`src/rtl/fir_ctrl_seq_if.sv`:
```
// ----------------------------------------------------------------------------
// fir_ctrl_seq_if
// Command and streaming-sample handshake bundle for the FIR control sequencer.
//   cmd_valid_i / cmd_ready_o : command handshake
//   cmd_op_i[3]               : estimator opcode
//   cmd_addr_i[HAW]           : coefficient LUT address (SHIFT_H)
//   cmd_data_i[CW]            : coefficient, control-bit word or parameter value
//   s_valid_i / s_ready_o     : streaming control-bit sample handshake
//   s_data_i[NMAX]            : streaming sample
// master : the command/sample source; slave : the sequencer.
// ----------------------------------------------------------------------------
interface fir_ctrl_seq_if #(
   parameter int NMAX = 8,
   parameter int CW   = 24,
   parameter int HAW  = 7
);
   logic            cmd_valid_i;
   logic            cmd_ready_o;
   logic [2:0]      cmd_op_i;
   logic [HAW-1:0]  cmd_addr_i;
   logic [CW-1:0]   cmd_data_i;
   logic            s_valid_i;
   logic            s_ready_o;
   logic [NMAX-1:0] s_data_i;

   modport master (
      output cmd_valid_i, cmd_op_i, cmd_addr_i, cmd_data_i, s_valid_i, s_data_i,
      input  cmd_ready_o, s_ready_o
   );

   modport slave (
      input  cmd_valid_i, cmd_op_i, cmd_addr_i, cmd_data_i, s_valid_i, s_data_i,
      output cmd_ready_o, s_ready_o
   );
endinterface

```
`src/rtl/fir_ctrl_seq.sv`:
```
// ----------------------------------------------------------------------------
// fir_ctrl_seq
// Command sequencer for the CBADC digital estimator FIR datapath. Decodes the
// estimator opcodes, drives coefficient-LUT writes, and in streaming mode
// downsamples incoming control-bit samples and sequences a k_cfg-cycle tap
// accumulation per output.
// Ports:
//   clk_i, rst_ni           : clock, asynchronous active-low reset
//   bus (slave)             : command and sample handshakes
//   h_we_o/h_addr_o/h_data_o: coefficient LUT write
//   s_shift_o/s_data_o      : shift one masked sample into the datapath window
//   acc_clr_o/acc_en_o      : accumulator clear/enable
//   tap_idx_o               : current tap during accumulation
//   out_valid_o             : one-cycle pulse when an output is complete
//   busy_o                  : sequencer not idle
//   err_o                   : sticky error flag
//   n_cfg_o/k_cfg_o/ds_cfg_o: active channel count, tap count, downsample factor
// ----------------------------------------------------------------------------
module fir_ctrl_seq #(
   parameter int NMAX = 8,
   parameter int KMAX = 256,
   parameter int CW   = 24,
   parameter int HAW  = 7,
   parameter int DSW  = 8
) (
   input  logic                       clk_i,
   input  logic                       rst_ni,
   fir_ctrl_seq_if.slave              bus,
   output logic                       h_we_o,
   output logic [HAW-1:0]             h_addr_o,
   output logic [CW-1:0]              h_data_o,
   output logic                       s_shift_o,
   output logic [NMAX-1:0]            s_data_o,
   output logic                       acc_clr_o,
   output logic                       acc_en_o,
   output logic [$clog2(KMAX)-1:0]    tap_idx_o,
   output logic                       out_valid_o,
   output logic                       busy_o,
   output logic                       err_o,
   output logic [$clog2(NMAX+1)-1:0]  n_cfg_o,
   output logic [$clog2(KMAX+1)-1:0]  k_cfg_o,
   output logic [DSW-1:0]             ds_cfg_o
);

   localparam int TW = $clog2(KMAX);
   localparam int NW = $clog2(NMAX+1);
   localparam int KW = $clog2(KMAX+1);

   typedef enum logic [1:0] {IDLE, STREAM, ADDING} state_e;

   typedef enum logic [2:0] {
      OP_SHIFT_H     = 3'd0,
      OP_SHIFT_S     = 3'd1,
      OP_CALCULATE_O = 3'd2,
      OP_NOP         = 3'd3,
      OP_NUM_SHIFT   = 3'd4,
      OP_N_CHANGE    = 3'd5,
      OP_K_CHANGE    = 3'd6,
      OP_INVALID     = 3'd7
   } opcode_e;

   // Saturate a configuration value into 1..hi.
   function automatic logic [CW-1:0] clamp_cfg(input logic [CW-1:0] v, input logic [CW-1:0] hi);
      if (v == '0)    return CW'(1);
      else if (v > hi) return hi;
      else            return v;
   endfunction

   function automatic logic cfg_err(input logic [CW-1:0] v, input logic [CW-1:0] hi);
      return (v == '0) || (v > hi);
   endfunction

   // Channels at index >= n are not populated and read as 0.
   function automatic logic [NMAX-1:0] chan_mask(input logic [NW-1:0] n);
      logic [NMAX-1:0] m;
      for (int i = 0; i < NMAX; i++) m[i] = (i < int'(n));
      return m;
   endfunction

   state_e            state_q, state_n;
   opcode_e           op;
   logic [NW-1:0]     n_cfg_n;
   logic [KW-1:0]     k_cfg_n;
   logic [DSW-1:0]    ds_cfg_n, ds_cnt_q, ds_cnt_n, ds_val;
   logic              stop_q, stop_n, err_n;
   logic              h_we_n, s_shift_n, acc_clr_n, acc_en_n, out_valid_n;
   logic [HAW-1:0]    h_addr_n;
   logic [CW-1:0]     h_data_n;
   logic [NMAX-1:0]   s_data_n;
   logic [TW-1:0]     tap_n;
   logic              cmd_ready, s_ready;

   assign op     = opcode_e'(bus.cmd_op_i);
   assign ds_val = bus.cmd_data_i[DSW-1:0];

   assign bus.cmd_ready_o = cmd_ready;
   assign bus.s_ready_o   = s_ready;

   always_comb begin
      state_n     = state_q;
      n_cfg_n     = n_cfg_o;
      k_cfg_n     = k_cfg_o;
      ds_cfg_n    = ds_cfg_o;
      ds_cnt_n    = ds_cnt_q;
      stop_n      = stop_q;
      err_n       = err_o;
      h_we_n      = 1'b0;
      h_addr_n    = h_addr_o;
      h_data_n    = h_data_o;
      s_shift_n   = 1'b0;
      s_data_n    = s_data_o;
      acc_clr_n   = 1'b0;
      acc_en_n    = 1'b0;
      tap_n       = '0;
      out_valid_n = 1'b0;
      cmd_ready   = 1'b0;
      s_ready     = 1'b0;

      case (state_q)
         IDLE: begin
            cmd_ready = 1'b1;
            if (bus.cmd_valid_i) begin
               case (op)
                  OP_SHIFT_H: begin
                     h_we_n   = 1'b1;
                     h_addr_n = bus.cmd_addr_i;
                     h_data_n = bus.cmd_data_i;
                  end
                  OP_SHIFT_S: begin
                     s_shift_n = 1'b1;
                     s_data_n  = bus.cmd_data_i[NMAX-1:0] & chan_mask(n_cfg_o);
                  end
                  OP_NUM_SHIFT: begin
                     if (ds_val == '0) begin
                        ds_cfg_n = DSW'(1);
                        err_n    = 1'b1;
                     end else begin
                        ds_cfg_n = ds_val;
                     end
                  end
                  OP_N_CHANGE: begin
                     n_cfg_n = NW'(clamp_cfg(bus.cmd_data_i, CW'(NMAX)));
                     if (cfg_err(bus.cmd_data_i, CW'(NMAX))) err_n = 1'b1;
                  end
                  OP_K_CHANGE: begin
                     k_cfg_n = KW'(clamp_cfg(bus.cmd_data_i, CW'(KMAX)));
                     if (cfg_err(bus.cmd_data_i, CW'(KMAX))) err_n = 1'b1;
                  end
                  OP_CALCULATE_O: begin
                     ds_cnt_n = '0;
                     state_n  = STREAM;
                  end
                  OP_NOP: ;
                  default: err_n = 1'b1;
               endcase
            end
         end

         STREAM: begin
            cmd_ready = 1'b1;
            s_ready   = 1'b1;
            if (bus.s_valid_i) begin
               s_shift_n = 1'b1;
               s_data_n  = bus.s_data_i & chan_mask(n_cfg_o);
               if (ds_cnt_q == ds_cfg_o - DSW'(1)) begin
                  ds_cnt_n  = '0;
                  state_n   = ADDING;
                  acc_en_n  = 1'b1;
                  acc_clr_n = 1'b1;
               end else begin
                  ds_cnt_n = ds_cnt_q + DSW'(1);
               end
            end
            // A stop request that coincides with a completing sample waits
            // for that accumulation to finish; otherwise it stops at once.
            if (bus.cmd_valid_i) begin
               if (op == OP_NOP) begin
                  if (state_n == ADDING) begin
                     stop_n = 1'b1;
                  end else begin
                     state_n  = IDLE;
                     ds_cnt_n = '0;
                  end
               end else begin
                  err_n = 1'b1;
               end
            end
         end

         ADDING: begin
            if (KW'(tap_idx_o) == k_cfg_o - KW'(1)) begin
               out_valid_n = 1'b1;
               stop_n      = 1'b0;
               state_n     = stop_q ? IDLE : STREAM;
            end else begin
               acc_en_n = 1'b1;
               tap_n    = tap_idx_o + TW'(1);
            end
         end

         default: state_n = IDLE;
      endcase
   end

   always_ff @(posedge clk_i or negedge rst_ni) begin
      if (!rst_ni) begin
         state_q     <= IDLE;
         n_cfg_o     <= NW'(NMAX);
         k_cfg_o     <= KW'(KMAX);
         ds_cfg_o    <= DSW'(1);
         ds_cnt_q    <= '0;
         stop_q      <= 1'b0;
         err_o       <= 1'b0;
         h_we_o      <= 1'b0;
         h_addr_o    <= '0;
         h_data_o    <= '0;
         s_shift_o   <= 1'b0;
         s_data_o    <= '0;
         acc_clr_o   <= 1'b0;
         acc_en_o    <= 1'b0;
         tap_idx_o   <= '0;
         out_valid_o <= 1'b0;
         busy_o      <= 1'b0;
      end else begin
         state_q     <= state_n;
         n_cfg_o     <= n_cfg_n;
         k_cfg_o     <= k_cfg_n;
         ds_cfg_o    <= ds_cfg_n;
         ds_cnt_q    <= ds_cnt_n;
         stop_q      <= stop_n;
         err_o       <= err_n;
         h_we_o      <= h_we_n;
         h_addr_o    <= h_addr_n;
         h_data_o    <= h_data_n;
         s_shift_o   <= s_shift_n;
         s_data_o    <= s_data_n;
         acc_clr_o   <= acc_clr_n;
         acc_en_o    <= acc_en_n;
         tap_idx_o   <= tap_n;
         out_valid_o <= out_valid_n;
         busy_o      <= (state_n != IDLE);
      end
   end

endmodule

```
`src/flat_wrapper.sv`:
```
// flat-port wrapper written by rule: the top's interface ports become plain ports
module fir_ctrl_seq_flat 
#(
   parameter int NMAX = 8,
   parameter int KMAX = 256,
   parameter int CW   = 24,
   parameter int HAW  = 7,
   parameter int DSW  = 8
)
  (clk_i, rst_ni, h_we_o, h_addr_o, h_data_o, s_shift_o, s_data_o, acc_clr_o, acc_en_o, tap_idx_o, out_valid_o, busy_o, err_o, n_cfg_o, k_cfg_o, ds_cfg_o, bus_cmd_valid_i, bus_cmd_op_i, bus_cmd_addr_i, bus_cmd_data_i, bus_s_valid_i, bus_s_data_i, bus_cmd_ready_o, bus_s_ready_o);
  fir_ctrl_seq_if #(.NMAX(NMAX), .CW(CW), .HAW(HAW)) bus_i ();
  input  logic clk_i;
  input  logic rst_ni;
  output logic h_we_o;
  output logic [HAW-1:0] h_addr_o;
  output logic [CW-1:0] h_data_o;
  output logic s_shift_o;
  output logic [NMAX-1:0] s_data_o;
  output logic acc_clr_o;
  output logic acc_en_o;
  output logic [$clog2(KMAX)-1:0] tap_idx_o;
  output logic out_valid_o;
  output logic busy_o;
  output logic err_o;
  output logic [$clog2(NMAX+1)-1:0] n_cfg_o;
  output logic [$clog2(KMAX+1)-1:0] k_cfg_o;
  output logic [DSW-1:0] ds_cfg_o;
  input wire logic [$bits(bus_i.cmd_valid_i)-1:0] bus_cmd_valid_i;
  input wire logic [$bits(bus_i.cmd_op_i)-1:0] bus_cmd_op_i;
  input wire logic [$bits(bus_i.cmd_addr_i)-1:0] bus_cmd_addr_i;
  input wire logic [$bits(bus_i.cmd_data_i)-1:0] bus_cmd_data_i;
  input wire logic [$bits(bus_i.s_valid_i)-1:0] bus_s_valid_i;
  input wire logic [$bits(bus_i.s_data_i)-1:0] bus_s_data_i;
  output wire logic [$bits(bus_i.cmd_ready_o)-1:0] bus_cmd_ready_o;
  output wire logic [$bits(bus_i.s_ready_o)-1:0] bus_s_ready_o;
  assign bus_i.cmd_valid_i = bus_cmd_valid_i;
  assign bus_i.cmd_op_i = bus_cmd_op_i;
  assign bus_i.cmd_addr_i = bus_cmd_addr_i;
  assign bus_i.cmd_data_i = bus_cmd_data_i;
  assign bus_i.s_valid_i = bus_s_valid_i;
  assign bus_i.s_data_i = bus_s_data_i;
  assign bus_cmd_ready_o = bus_i.cmd_ready_o;
  assign bus_s_ready_o = bus_i.s_ready_o;
  fir_ctrl_seq #(.NMAX(NMAX), .KMAX(KMAX), .CW(CW), .HAW(HAW), .DSW(DSW)) u_core (.clk_i(clk_i), .rst_ni(rst_ni), .bus(bus_i), .h_we_o(h_we_o), .h_addr_o(h_addr_o), .h_data_o(h_data_o), .s_shift_o(s_shift_o), .s_data_o(s_data_o), .acc_clr_o(acc_clr_o), .acc_en_o(acc_en_o), .tap_idx_o(tap_idx_o), .out_valid_o(out_valid_o), .busy_o(busy_o), .err_o(err_o), .n_cfg_o(n_cfg_o), .k_cfg_o(k_cfg_o), .ds_cfg_o(ds_cfg_o));
endmodule
```
`config.mk`:
```
export PLATFORM = sky130hd
export DESIGN_NAME = fir_ctrl_seq_flat
export DESIGN_NICKNAME = d
export VERILOG_FILES = /design/src/rtl/fir_ctrl_seq_if.sv /design/src/rtl/fir_ctrl_seq.sv /design/src/flat_wrapper.sv
export SDC_FILE = /design/constraint.sdc
export NUM_CORES = 1
export LEC_CHECK = 0
export CAP_MARGIN = 5
export CORE_ASPECT_RATIO = 0.8
export CORE_MARGIN = 8
export CORE_UTILIZATION = 35
export DETAILED_ROUTE_END_ITERATION = 10
export SLEW_MARGIN = 20
export SYNTH_ARGS = -nofsm -noshare
export SYNTH_HDL_FRONTEND = slang
export SYNTH_SLANG_ARGS = --single-unit
```
`constraint.sdc`:
```
create_clock -name clk_i -period 3.25 [get_ports clk_i]
set_input_delay 0.65 -clock clk_i [delete_from_list [all_inputs] [get_ports clk_i]]
set_output_delay 0.65 -clock clk_i [all_outputs]
set_load 0.05 [all_outputs]
```
==> results.py <==
metrics = {
    "outcome": {
        "status": "finished, final reports clean",
    },
    "sta": {
        "fin_setup_tns_ps": 0,
        "setup_viol": 0,
        "finalCritPeriodShare": 0.859,
        "fin_crit_ps": 2790,
        "fin_skew_ps": 8.68,
        "fmax_mhz": 358,
        "worstMarginPinSlew_ps": 663,
        "final_max_slew_viol_count": 0,
        "rsz0062_at_grt": "no",
        "hold_viol_final": 0,
        "max_slew_margin": 0.556,
        "worst_slack_ps": 457,
    },
    "global_routing": {
        "antenna_found_initial": 0,
        "overflow": 0,
        "grt_pass1_wl_um": 21900,
        "grt_pass1_vias": 3993,
        "grtUsageTotal": 0.165,
        "grt_max_degree": 46,
    },
    "pwr": {
        "p_sw_frac": 0.467,
        "clockPowerShare": 0.182,
        "switching_power_mw": 2.70,
        "leakagePower_nw": 2.74,
        "powerDensity_nw_per_um2": 918,
        "p_comb_frac": 0.524,
        "max-vdd-ir-drop_mv": 0.404,
        "pwr-share-seq": 0.294,
        "p_int_mw": 3.07,
    },
    "final_layout": {
        "fillers": 1244,
        "layout.nets": 673,
        "layout_commonest_cell": "nand2_1",
        "utilization": 0.492,
        "multi_input_area_sq_um": 2220,
        "area_growth_pct": 38.6,
        "stdcell_count": 798,
        "final_cell_mix": "nand2_1 (136), clkdlybuf4s50_1 (120), dfrtp_1 (83)",
        "drive_above_1_share": 0.104,
        "antenna_cells": 0,
        "regArea_sq_um": 2160,
    },
    "critical_path": {
        "reg2reg_setup_slack_ps": 460,
        "ff2ff_path_depth": 8,
        "crit_end": "u_core.stop_q",
        "cp_slowest_cell": "dfstp_2",
        "worstPathRequired_ps": 3470,
        "crit_path_start_kind": "flip-flop",
        "path_cells": "inv_1 -> ha_1 -> o21bai_1 -> a2111oi_2 -> a311oi_2 -> a211oi_4 -> o21ai_0 -> o311ai_0",
        "rr_startpoint": "u_core.ds_cfg_o[0]",
        "worstReg2RegEnd": "u_core.stop_q",
        "setup.worst_path.start": "u_core.ds_cfg_o[0]",
        "endpoint_kind": "flip-flop",
        "path_class": "reg2reg",
        "slowest_delay_ps": 620,
        "arrival_ps": 3020,
        "critPathMaxFanout": 9,
    },
    "cts": {
        "htreeDepth": 3,
        "ctsLongestPathBuffers": 2,
        "root_buffer": "clkbuf_16",
        "cts_buffers": 9,
        "cts.repair.resized": 0,
        "cts.sink_count": 86,
        "insertion_delay_ps": 340,
        "cts_tree": "done",
        "postCtsHoldBufs": 0,
        "cts_setup_buffers": 0,
        "clk_pin_slew_ps": 70,
    },
    "logic_synthesis": {
        "synth_edf_count": 0,
        "yosys_register_bits": 86,
        "syn_nets": 544,
        "synth_cells": 490,
        "syn_area_per_cell_sq_um": 9.25,
        "ys_seq_area_frac": 0.476,
        "synthFlopType": "dfrtp_1",
        "synth_warnings": 0,
        "async_reset_ff_frac": 1.00,
        "synth_cell_types": 64,
        "syn_area_sq_um": 4530,
    },
    "route": {
        "wl_met2_um": 6240,
        "ant_nets": 0,
        "route.layer.met1.wl_um": 6320,
        "drt_first_pass_iters": 4,
        "wl_per_cell_um": 16.9,
        "drc_errors": 0,
        "drt-initial-drc-count": 325,
        "num_vias": 3923,
        "drt-total-wl_um": 13500,
        "wl_met3_um": 744,
        "highest_layer": "met4",
        "viasPerCell": 4.92,
    },
    "floorplanning": {
        "design.core.area_sq_um": 12800,
        "dieArea_sq_um": 16900,
        "pin_count": 123,
        "die_w_um": 143,
        "initial_core_util": 0.355,
        "num_rows": 37,
        "die_h_um": 118,
    },
    "placed_design": {
        "post-place-ws_ps": 304,
        "hpwlAfterDp_um": 10400,
        "io_buffers": 122,
        "place.gp.congestion": 0.825,
        "place_inst": 783,
    },
    "hold_path": {
        "hp-class": "in2async",
    },
    "job": {
        "drv_cap": 0,
    },
}
registers in the layout, summed over array words and instances, names as in the netlist:
signal and cells:
u_core.n_cfg_o 4, u_core.busy_o 1, u_core.h_data_o 24, u_core.ds_cfg_o 8, u_core.s_shift_o 1, u_core.s_data_o 8
u_core.k_cfg_o 9, u_core.state_q 2, u_core.err_o 1, u_core.h_addr_o 7, u_core.out_valid_o 1, u_core.h_we_o 1
u_core.acc_en_o 1, u_core.tap_idx_o 8, u_core.acc_clr_o 1, u_core.ds_cnt_q 8, u_core.stop_q 1
Yosys cell counts, drive strengths merged (4+ instances only):
cell / n / area, sq um
a22o: 4 / 35.0
buf: 7 / 47.6
mux2i: 13 / 130
or3: 4 / 30.0
o21ai: 23 / 126
nand3: 13 / 65.1
a21oi: 16 / 83.8
ha: 8 / 100
dfrtp: 83 / 2080
inv: 18 / 67.6
mux2: 14 / 158
and3: 7 / 43.8
nor4: 7 / 58.8
xnor2: 14 / 123
nand2: 136 / 510
nor3: 13 / 86.3
clkbuf: 11 / 41.3
xor2: 14 / 123
nor2: 36 / 138
how the worst min path moves through the flow:
stage	from	endpoint	slack, ps	cells past startpoint
2_1_floorplan	rst_ni	u_core.acc_clr_o	350	0
3_3_place_gp	u_core.h_data_o[0]	u_core.h_data_o[0]	460	2
3_5_place_dp	u_core.h_data_o[7]	u_core.h_data_o[7]	460	2
4_1_cts	rst_ni	u_core.tap_idx_o[7]	340	1
5_1_grt	rst_ni	u_core.h_data_o[23]	340	1
6_report	rst_ni	u_core.h_data_o[23]	310	1
cell families after synthesis:
group	after synthesis	synth area share
simple gates	233	0.233
flops	86	0.476
compound gates	72	0.118
buf+inv	36	0.0345
xor+xnor	28	0.0541
mux	27	0.0635
fa+ha+maj	8	0.0221
power groups by stage:
stage / Combinational (mW) / Sequential [mW] / Clock (mW)
CTS: 3.06 / 1.70 / 1.08
global route: 3.22 / 1.75 / 1.12
detailed placement: 3.04 / 1.71 / 0
finish: 3.02 / 1.70 / 1.05
floorplan: 0.990 / 2.74 / 0
global placement: 3.01 / 1.70 / 0
final cells by class:
type                            count  share of cell area
Clock buffer                       11              0.0386
Clock inverter                      4             0.00876
Inverter                           18              0.0108
Multi-Input combinational cell    368               0.354
Sequential cell                    86               0.343
Tap cell                          175              0.0349
Timing Repair Buffer              136               0.210
worst max-delay path, delay by kind of cell, from the launching register on:
| kind | cells | cell delay, ps |
|---|---|---|
| AO/OA/AOI/OAI | 6 | 1690 |
| buffers and inverters | 1 | 60 |
| flip-flops | 1 | 620 |
| adder cells (fa/ha/maj) | 1 | 300 |
metal layers:
layer / vias to the layer above / GRT usage
met4: 0 / 0.0505
met1: 1892 / 0.219
met3: 15 / 0.0446
li1: 1927 / -
met2: 89 / 0.257
met5: - / 0
metrics by stage:
step                      total power, mW  area (sq um)  hold slack [ps]
after global placement               4.71          5980              460
final                                5.77          6280              312
after floorplan                      3.73          4530              354
after global routing                 6.09          6280              341
after detailed placement             4.75          5980              462
after CTS                            5.83          6280              339
No activity file was read; power rests on OpenSTA's default activity.
